## src/rtl/ttpu_addr_pkg.sv

```systemverilog
// Shared types and constants for the TTPU kernel address sequencer.
package ttpu_addr_pkg;

  // Pass control states
  typedef enum logic [1:0] {
    IDLE = 2'd0,
    RUN  = 2'd1,
    DONE = 2'd2
  } seq_state_t;

  // Byte distance between consecutive bias words in the bias vector
  localparam int BIAS_WORD_BYTES = 4;

  // Default datapath widths
  localparam int DEFAULT_ADDR_W = 32;
  localparam int DEFAULT_CNT_W  = 16;

endpackage

```

## src/rtl/active_rank.sv

```systemverilog
// Exclusive prefix popcount: rank[i] = number of set bits in mask[i-1:0].
// Each lane counts its own masked bits, so lanes share no combinational chain.
module active_rank #(
  parameter int N_UNITS = 4,
  parameter int RANK_W  = $clog2(N_UNITS + 1)
) (
  input  logic [N_UNITS-1:0]             mask,
  output logic [N_UNITS-1:0][RANK_W-1:0] rank
);

  genvar gi;
  generate
    for (gi = 0; gi < N_UNITS; gi++) begin : g_rank
      // Select only the lanes strictly below this one
      localparam logic [N_UNITS:0] LOW_FULL = (N_UNITS + 1)'((1 << gi) - 1);
      logic [N_UNITS-1:0] w_low;
      assign w_low      = mask & LOW_FULL[N_UNITS-1:0];
      assign rank[gi]   = RANK_W'($countones(w_low));
    end
  endgenerate

endmodule

```

## src/rtl/kernel_addr_sequencer.sv

```systemverilog
// Generates per-unit operand and bias addresses for one kernel pass, one
// element per accepted handshake, with active units compacted by rank.
module kernel_addr_sequencer
  import ttpu_addr_pkg::*;
#(
  parameter int N_UNITS = 4,
  parameter int ADDR_W  = DEFAULT_ADDR_W,
  parameter int CNT_W   = DEFAULT_CNT_W
) (
  input  logic                            clk,
  input  logic                            rst,
  input  logic                            start,
  input  logic [ADDR_W-1:0]               start_addr,
  input  logic [ADDR_W-1:0]               unit_stride,
  input  logic [7:0]                      elem_stride,
  input  logic [CNT_W-1:0]                kernel_size,
  input  logic [ADDR_W-1:0]               bias_base,
  input  logic [N_UNITS-1:0]              active_units,
  output logic                            addr_valid,
  input  logic                            addr_ready,
  output logic [N_UNITS-1:0][ADDR_W-1:0]  addr_out,
  output logic [N_UNITS-1:0][ADDR_W-1:0]  bias_addr,
  output logic [N_UNITS-1:0]              unit_valid,
  output logic [CNT_W-1:0]                elem_idx,
  output logic                            busy,
  output logic                            done
);

  localparam int RANK_W = $clog2(N_UNITS + 1);

  seq_state_t r_state, w_state_next;

  logic                           r_valid, r_busy, r_done;
  logic                           w_valid_next, w_busy_next, w_done_next;
  logic [CNT_W-1:0]               r_elem_idx;
  logic [CNT_W-1:0]               r_kernel_size;
  logic [ADDR_W-1:0]              r_elem_stride;
  logic [N_UNITS-1:0]             r_unit_valid;
  logic [N_UNITS-1:0][ADDR_W-1:0] r_addr;
  logic [N_UNITS-1:0][ADDR_W-1:0] r_bias;

  logic                           w_launch, w_has_work, w_hs, w_last, w_step;
  logic [N_UNITS-1:0][RANK_W-1:0] w_rank;
  logic [N_UNITS-1:0][ADDR_W-1:0] w_unit_off;

  assign w_launch   = start && (r_state == IDLE);
  assign w_has_work = (kernel_size != '0) && (active_units != '0);
  assign w_hs       = (r_state == RUN) && addr_ready;
  assign w_last     = (r_elem_idx == r_kernel_size - CNT_W'(1));
  assign w_step     = w_hs && !w_last;

  // Ranks are only consumed at launch, so they are taken from the mask
  // being latched in that same cycle.
  active_rank #(
    .N_UNITS (N_UNITS),
    .RANK_W  (RANK_W)
  ) u_active_rank (
    .mask (active_units),
    .rank (w_rank)
  );

  // Rank-scaled unit offset as a running sum over active lanes (no multiply)
  always_comb begin
    logic [ADDR_W-1:0] acc;
    acc        = '0;
    w_unit_off = '0;
    for (int i = 0; i < N_UNITS; i++) begin
      w_unit_off[i] = acc;
      if (active_units[i]) acc = acc + unit_stride;
    end
  end

  // State register
  always_ff @(posedge clk) begin
    if (rst) r_state <= IDLE;
    else     r_state <= w_state_next;
  end

  // Next-state logic
  always_comb begin
    w_state_next = r_state;
    case (r_state)
      IDLE: if (start) w_state_next = w_has_work ? RUN : DONE;
      RUN:  if (w_hs && w_last) w_state_next = DONE;
      DONE: w_state_next = IDLE;
      default: w_state_next = IDLE;
    endcase
  end

  // Output decode from the next state, registered below
  always_comb begin
    w_valid_next = (w_state_next == RUN);
    w_busy_next  = (w_state_next != IDLE);
    w_done_next  = (w_state_next == DONE);
  end

  // Datapath: latch config at launch, advance lane addresses per handshake
  always_ff @(posedge clk) begin
    if (rst) begin
      r_valid       <= 1'b0;
      r_busy        <= 1'b0;
      r_done        <= 1'b0;
      r_elem_idx    <= '0;
      r_kernel_size <= '0;
      r_elem_stride <= '0;
      r_unit_valid  <= '0;
      r_addr        <= '0;
      r_bias        <= '0;
    end else begin
      r_valid <= w_valid_next;
      r_busy  <= w_busy_next;
      r_done  <= w_done_next;
      if (w_launch) begin
        r_elem_idx    <= '0;
        r_kernel_size <= kernel_size;
        r_elem_stride <= ADDR_W'(elem_stride);
        for (int i = 0; i < N_UNITS; i++) begin
          if (w_has_work && active_units[i]) begin
            r_unit_valid[i] <= 1'b1;
            r_addr[i]       <= start_addr + w_unit_off[i];
            r_bias[i]       <= bias_base
                               + ADDR_W'(w_rank[i]) * ADDR_W'(BIAS_WORD_BYTES);
          end else begin
            r_unit_valid[i] <= 1'b0;
            r_addr[i]       <= '0;
            r_bias[i]       <= '0;
          end
        end
      end else if (w_step) begin
        r_elem_idx <= r_elem_idx + CNT_W'(1);
        for (int i = 0; i < N_UNITS; i++) begin
          if (r_unit_valid[i]) r_addr[i] <= r_addr[i] + r_elem_stride;
        end
      end
    end
  end

  assign addr_valid = r_valid;
  assign busy       = r_busy;
  assign done       = r_done;
  assign elem_idx   = r_elem_idx;
  assign unit_valid = r_unit_valid;
  assign addr_out   = r_addr;
  assign bias_addr  = r_bias;

endmodule

```

## config.mk

```make
export PLATFORM = sky130hd
export DESIGN_NAME = kernel_addr_sequencer
export DESIGN_NICKNAME = d
export VERILOG_FILES = /design/src/rtl/ttpu_addr_pkg.sv /design/src/rtl/active_rank.sv /design/src/rtl/kernel_addr_sequencer.sv
export SDC_FILE = /design/constraint.sdc
export NUM_CORES = 1
export LEC_CHECK = 0
export ABC_CLOCK_PERIOD_IN_PS = 7900
export CELL_PAD_IN_SITES_DETAIL_PLACEMENT = 2
export CELL_PAD_IN_SITES_GLOBAL_PLACEMENT = 2
export CORE_ASPECT_RATIO = 1.5
export CORE_MARGIN = 1.5
export CORE_UTILIZATION = 25
export CTS_CLUSTER_SIZE = 8
export DETAILED_ROUTE_END_ITERATION = 16
export PLACE_DENSITY = 0.75
export SETUP_SLACK_MARGIN = 0.05
export SYNTH_ARGS = -nofsm -noshare
export SYNTH_HDL_FRONTEND = slang
export SYNTH_SLANG_ARGS = --single-unit
```

## constraint.sdc

```tcl
create_clock -name clk -period 7.9 [get_ports clk]
set_clock_uncertainty 0.05 [all_clocks]
set_input_delay 1.58 -clock clk [delete_from_list [all_inputs] [get_ports clk]]
set_output_delay 1.58 -clock clk [all_outputs]
set_load 0.05 [all_outputs]
```

# [Word level (Yosys, flattened, before mapping)]
# Index checks and enable logic that the tools add are counted.
[classes] n_reduce_logical=24 add_sub_neg=16 n_mux=25 eq_ne=4
[ops] operator="2-to-1 mux 32 bit" n=15
[ops] operator="2-to-1 mux 128 bit" n=2
[ops] operator="adder 32 bit" n=5
[ops] operator="adder 32 x 8 -> 32 bit" n=4
[ops] operator="adder 32 x 5 -> 32 bit" n=2
[ops] operator="adder 32 x 3 -> 32 bit" n=1
[ops] operator="adder 16 x 1 -> 16 bit (second input constant)" n=1
[ops] operator="== test 16 bit" n=1
[ops] operator="nonzero test 16 bit" n=1
[ops] operator="subtractor 16 x 1 -> 16 bit (second input constant)" n=1
[ops] operator="nonzero test 2 bit" n=6
[ops] operator="logical AND 1 bit" n=9
[ops] operator="AND reduction 2 bit" n=4
[ops] operator="2-to-1 mux 2 bit" n=3
[ops] operator="== test 2 x 1 -> 1 bit (second input constant)" n=2
[ops] operator="2-to-1 mux 1 bit" n=4
[ops] operator="case mux 2 bit (2 select lines)" n=1
[ops] operator="nonzero test 4 bit" n=1
[ops] operator="adder 2 x 1 -> 3 bit" n=1
[ops] operator="adder 1 x 1 -> 2 bit" n=1
[ops] operator="== test 2 bit (second input constant)" n=1
[ops] operator="logical NOT 2 bit" n=1
[ops] operator="OR reduction 2 bit" n=1
[ops] operator="logical NOT 1 bit" n=1
[word_totals] elab_cells=85 out_inout_bits=279 ff_bits=305 inputBits=128

# [Logic depth before layout (Yosys ltp)]
# Gate-level depths: netlist (run 1).
[logic_depth] word_depth=8 depth_mapped=33 depth_no_buf=31

# [Hierarchy]
# Synthesis (run 1) repeated with hierarchy kept, for this count alone.
[hier_totals] hier_cells=3194 hier_area_um2=24180.7
[by_module_without_submodules] module="kernel_addr_sequencer" n_inst=1 cells_each=3182 area_each_um2=24066.8
[by_module_without_submodules] module="active_rank" n_inst=1 cells_each=12 area_each_um2=113.9

# [Worst setup path after synthesis (run 1)]
# No wires, ideal clock.
[synth_timing] kind="in2reg" startpoint="input port active_units[0]" endpoint="register r_addr (netlist bit addr_out[127])" arrival_ns=7.645 path_buffers=2 required_time_ns=7.733 stages=26 slack_ns=0.088 cell_sequence="clkbuf_1 -> clkbuf_1 -> and2_1 -> ha_1 -> and4_1 -> nor3b_1 -> and2_1 -> xnor2_1 -> o22ai_1 -> ha_1 -> a2111oi_0 -> nand2b_1 -> o311ai_0 -> a211oi_1 -> or3_1 -> a21oi_1 -> xnor2_1 -> mux2_2 -> ha_1 -> nand3_1 -> or4_1 -> o21ai_0 -> a21oi_1 -> a31oi_1 -> xnor3_1 -> a22o_1"
[synth_via] elab_chain_len=8 elab_cells_between_ends=11 cone_classes="add/sub (3); mux (5); reduce/logical (3)"
[synth_rtl] element="start, declared" line="kernel_addr_sequencer.sv:18" rtl="input logic [N_UNITS-1:0] active_units,"
[synth_rtl] element="2-to-1 mux 32 bit" line="kernel_addr_sequencer.sv:69" rtl="if (active_units[i]) acc = acc + unit_stride;"
[synth_rtl] element="adder 32 bit" line="kernel_addr_sequencer.sv:69"
[synth_rtl] element="2-to-1 mux 32 bit" line="kernel_addr_sequencer.sv:69"
[synth_rtl] element="adder 32 bit" line="kernel_addr_sequencer.sv:69"
[synth_rtl] element="2-to-1 mux 32 bit" line="kernel_addr_sequencer.sv:69"
[synth_rtl] element="adder 32 bit" line="kernel_addr_sequencer.sv:120" rtl="r_addr[i] <= start_addr + w_unit_off[i];"
[synth_rtl] element="2-to-1 mux 32 bit *" line="kernel_addr_sequencer.sv:118" rtl="if (w_has_work && active_units[i]) begin"
[synth_rtl] element="2-to-1 mux 128 bit *" line="kernel_addr_sequencer.sv:113" rtl="if (w_launch) begin"
[synth_rtl] element="end signal, assigned by index" line="kernel_addr_sequencer.sv:120"
[synth_rtl] element="end signal, assigned by index" line="kernel_addr_sequencer.sv:132" rtl="if (r_unit_valid[i]) r_addr[i] <= r_addr[i] + r_elem_stride;"
[synth_rtl] element="end, declared" line="kernel_addr_sequencer.sv:39" rtl="logic [N_UNITS-1:0][ADDR_W-1:0] r_addr;"
# Every way passes the cells marked *; elsewhere a longest branch is shown, timed or not.
# A chain may end at the register's enable or synchronous reset.

# [Worst setup path in the final report (run 1)]
[layout_timing] startpoint="input port unit_stride[3]" endpoint="register r_addr (netlist bit addr_out[127])"
[layout_via] elab_chain_len=8
[layout_rtl] element="start, declared" line="kernel_addr_sequencer.sv:14" rtl="input logic [ADDR_W-1:0] unit_stride,"
[layout_rtl] element="2-to-1 mux 32 bit" line="kernel_addr_sequencer.sv:69"
[layout_rtl] element="adder 32 bit" line="kernel_addr_sequencer.sv:69"
[layout_rtl] element="2-to-1 mux 32 bit" line="kernel_addr_sequencer.sv:69"
[layout_rtl] element="adder 32 bit" line="kernel_addr_sequencer.sv:69"
[layout_rtl] element="2-to-1 mux 32 bit *" line="kernel_addr_sequencer.sv:69"
[layout_rtl] element="adder 32 bit *" line="kernel_addr_sequencer.sv:120"
[layout_rtl] element="2-to-1 mux 32 bit *" line="kernel_addr_sequencer.sv:118"
[layout_rtl] element="2-to-1 mux 128 bit *" line="kernel_addr_sequencer.sv:113"
# Marked as above.

==> metrics.cfg, run 1 <==
[status]
outcome = finished clean

[clock_tree]
cts_buffer_depth = 3
clk_latency_ns = 0.63
cts_buffers = 45
cts_tree = yes
clock_sinks = 305
hold_buffers = 0
cts-root-buf = clkbuf_16
cts.clk_slew.worst_paths_ns = 0.05
h-tree-depth = 2

[sta]
fin_setup_tns_ns = 0
hold_viol_final = 0
clock.fmax_mhz = 135
setup_violations = 0
slew_viol_final = 0
finalCriticalPeriod_ns = 7.42
worst_pin_slew_ns = 1.05
slew_headroom_pct = 29.8
post-route-period-util_pct = 93.9
fin_hold_ws_ns = 0.402
rsz0062_at_grt = no

[setup_path]
startpoint_type = input pin
ff2ff_setup_slack_ns = 3.40
r2r_cells = 13
critPathMaxStageDelay_ns = 0.52
slowest_stage = clkdlybuf4s50_1
worst-path-max-fanout = 3
critPathArrivalTime_ns = 7.87
critPathKind = input pin to flip-flop
cp-end-kind = flip-flop
crit_required_ns = 8.35

[synthesis]
ys_ff_latch = 305
yosysSeqAreaShare_pct = 25.9
netlist_instances = 3063
synth_area_sq_um = 23600
synth_common_cells = nand2_1 (360), dfxtp_1 (305), a21oi_1 (273)
syn_area_per_cell_sq_um = 7.70
synthArstFlopShare_pct = 0
synth_edf_count = 0
synth_area_leader_cell = dfxtp_1
synthDistinctLibCells = 93
synth_top_area_share_pct = 25.9
yosys-top-cells-area = dfxtp_1 (26%), ha_1 (9.1%), a21oi_1 (5.8%), nand2_1 (5.7%), xnor2_1 (5.6%)
yosysWarnings = 0
synth.most_common_cell = nand2_1
syn-num-nets = 3374
ys.flop_type = dfxtp_1

[placed_design]
dp_hpwl_mm = 94.6
place_congestion = 0.941
io_buffers = 406

[floorplan]
ios = 407
core_area_sq_um = 93200
die_w_um = 254
die_area_sq_um = 96200
row_count = 137
die-height_um = 379
initial_core_util_pct = 25.3

[global_route]
grt_pass1_wl_mm = 177
track_usage_pct = 24.4
grt_start_max_net_pins = 132
grt_overflow = 0
antenna_found_initial = 7
grt_pass1_vias = 28294

[pwr]
ir_worst_vdd_mv = 0.140
finalPower_mw = 5.65
p_leak_nw = 11.8
pwr_density_cell_nw_per_um2 = 183

[layout]
num-nets-final = 3787
final_util_pct = 33.1
layout-drive-gt1-share_pct = 6.77
layout-area-overhead-vs-synth_pct = 30.7

[drt]
drt-total-wl_mm = 120
drc = 0
num_vias = 25968
viasPerCell = 5.48
dr.first_iter.drc_count = 985
routedWlPerCell_um = 25.4
ant_nets = 0
drt_pass1_iterations = 6

[hold_path]
hold_path.class = flip-flop to flip-flop
min_path_cells = 2

[flow_run]
cap_violations = 0

stage by stage:
stage          instances  cell area (sq um)  setup slack (ns)
2_1_floorplan       3063              23600            0.0884
3_3_place_gp        4679              29500            0.0606
3_5_place_dp        4679              29500           -0.0820
4_1_cts             4734              30800             0.499
5_1_grt             4736              30800            0.0204
6_report            4738              30800             0.479
worst max-delay path: cells and delay by family:
| kind | cells | cell delay [ns] |
|---|---|---|
| multiplexers | 1 | 0.35 |
| adder cells (fa/ha/maj) | 3 | 0.81 |
| buffers and inverters | 3 | 0.78 |
| XOR/XNOR | 2 | 0.49 |
| AO/OA/AOI/OAI | 12 | 1.87 |
| AND/OR/NAND/NOR | 8 | 2.00 |
worst paths after layout:
path,startpoint,to
max,unit_stride[3],addr_out[127]$_SDFFE_PP0P_
max reg2reg,r_kernel_size[0]$_SDFFE_PP0P_,addr_out[56]$_SDFFE_PP0P_
min,bias_addr[81]$_SDFFE_PP0P_,bias_addr[81]$_SDFFE_PP0P_
min reg2reg,bias_addr[81]$_SDFFE_PP0P_,bias_addr[81]$_SDFFE_PP0P_
power breakdown:
group	switching, mW	internal (mW)
clock	0.799	1.10
combinational	1.29	0.762
sequential	0.0865	1.62
repair_timing:
action / in CTS / in global routing
buffers inserted: 0 / 1
endpoints found under the setup margin: 0 / 1
resized for setup: 0 / 1
logic make-up after synthesis:
logic type | after synthesis | synth area share, %
buffers and inverters | 234 | 3.95
muxes | 43 | 1.92
adders and majority gates | 183 | 10.1
DFF | 305 | 25.9
and+or+nand+nor | 1077 | 21.9
AOI/OAI and AO/OA | 963 | 26.7
xor gates and xnor gates | 258 | 9.64
metal layers:
| layer | track usage, % | up-vias | share of wire (%) |
|---|---|---|---|
| li1 | - | 11951 | - |
| met1 | 23.6 | 13009 | 35 |
| met2 | 46.0 | 710 | 51 |
| met3 | 5.70 | 290 | 6.1 |
| met4 | 15.6 | 8 | 7.1 |
| met5 | 0 | - | 0.050 |
layout by cell type, fill, tap and decap left out, types with 105 or more instances in the layout:
cell | synthesis | routed
clkdlybuf4s50_1 | 0 | 402
nand2_1 | 360 | 360
dfxtp_1 | 305 | 305
a21oi_1 | 273 | 273
nor2_1 | 248 | 246
o21ai_0 | 173 | 173
ha_1 | 172 | 172
xnor2_1 | 152 | 152
buf_4 | 1 | 118
xor2_1 | 105 | 105
state kept, by name, indices dropped and copies added (netlist names):
signal         flops
done               1
r_kernel_size     16
r_elem_stride      8
r_state            2
unit_valid         4
addr_valid         1
elem_idx          16
busy               1
addr_out         128
bias_addr        128
cell type report:
type                            instances  area (sq um)
Multi-Input combinational cell       2524         16600
Clock inverter                          5           126
Clock buffer                           50          1160
Timing Repair Buffer                  525          4960
Fill cell                           10928         62400
Antenna cell                            3          7.51
Sequential cell                       305          6110
Inverter                               75           282
Tap cell                             1251          1570
No activity file was read; power rests on OpenSTA's default activity.
==> run 2: changes to the inputs <==
Settings changed: HOLD_SLACK_MARGIN set to 0.12.
==> results of run 2 <==
No change in the layout: final DEF, timing and power equal those of run 1.
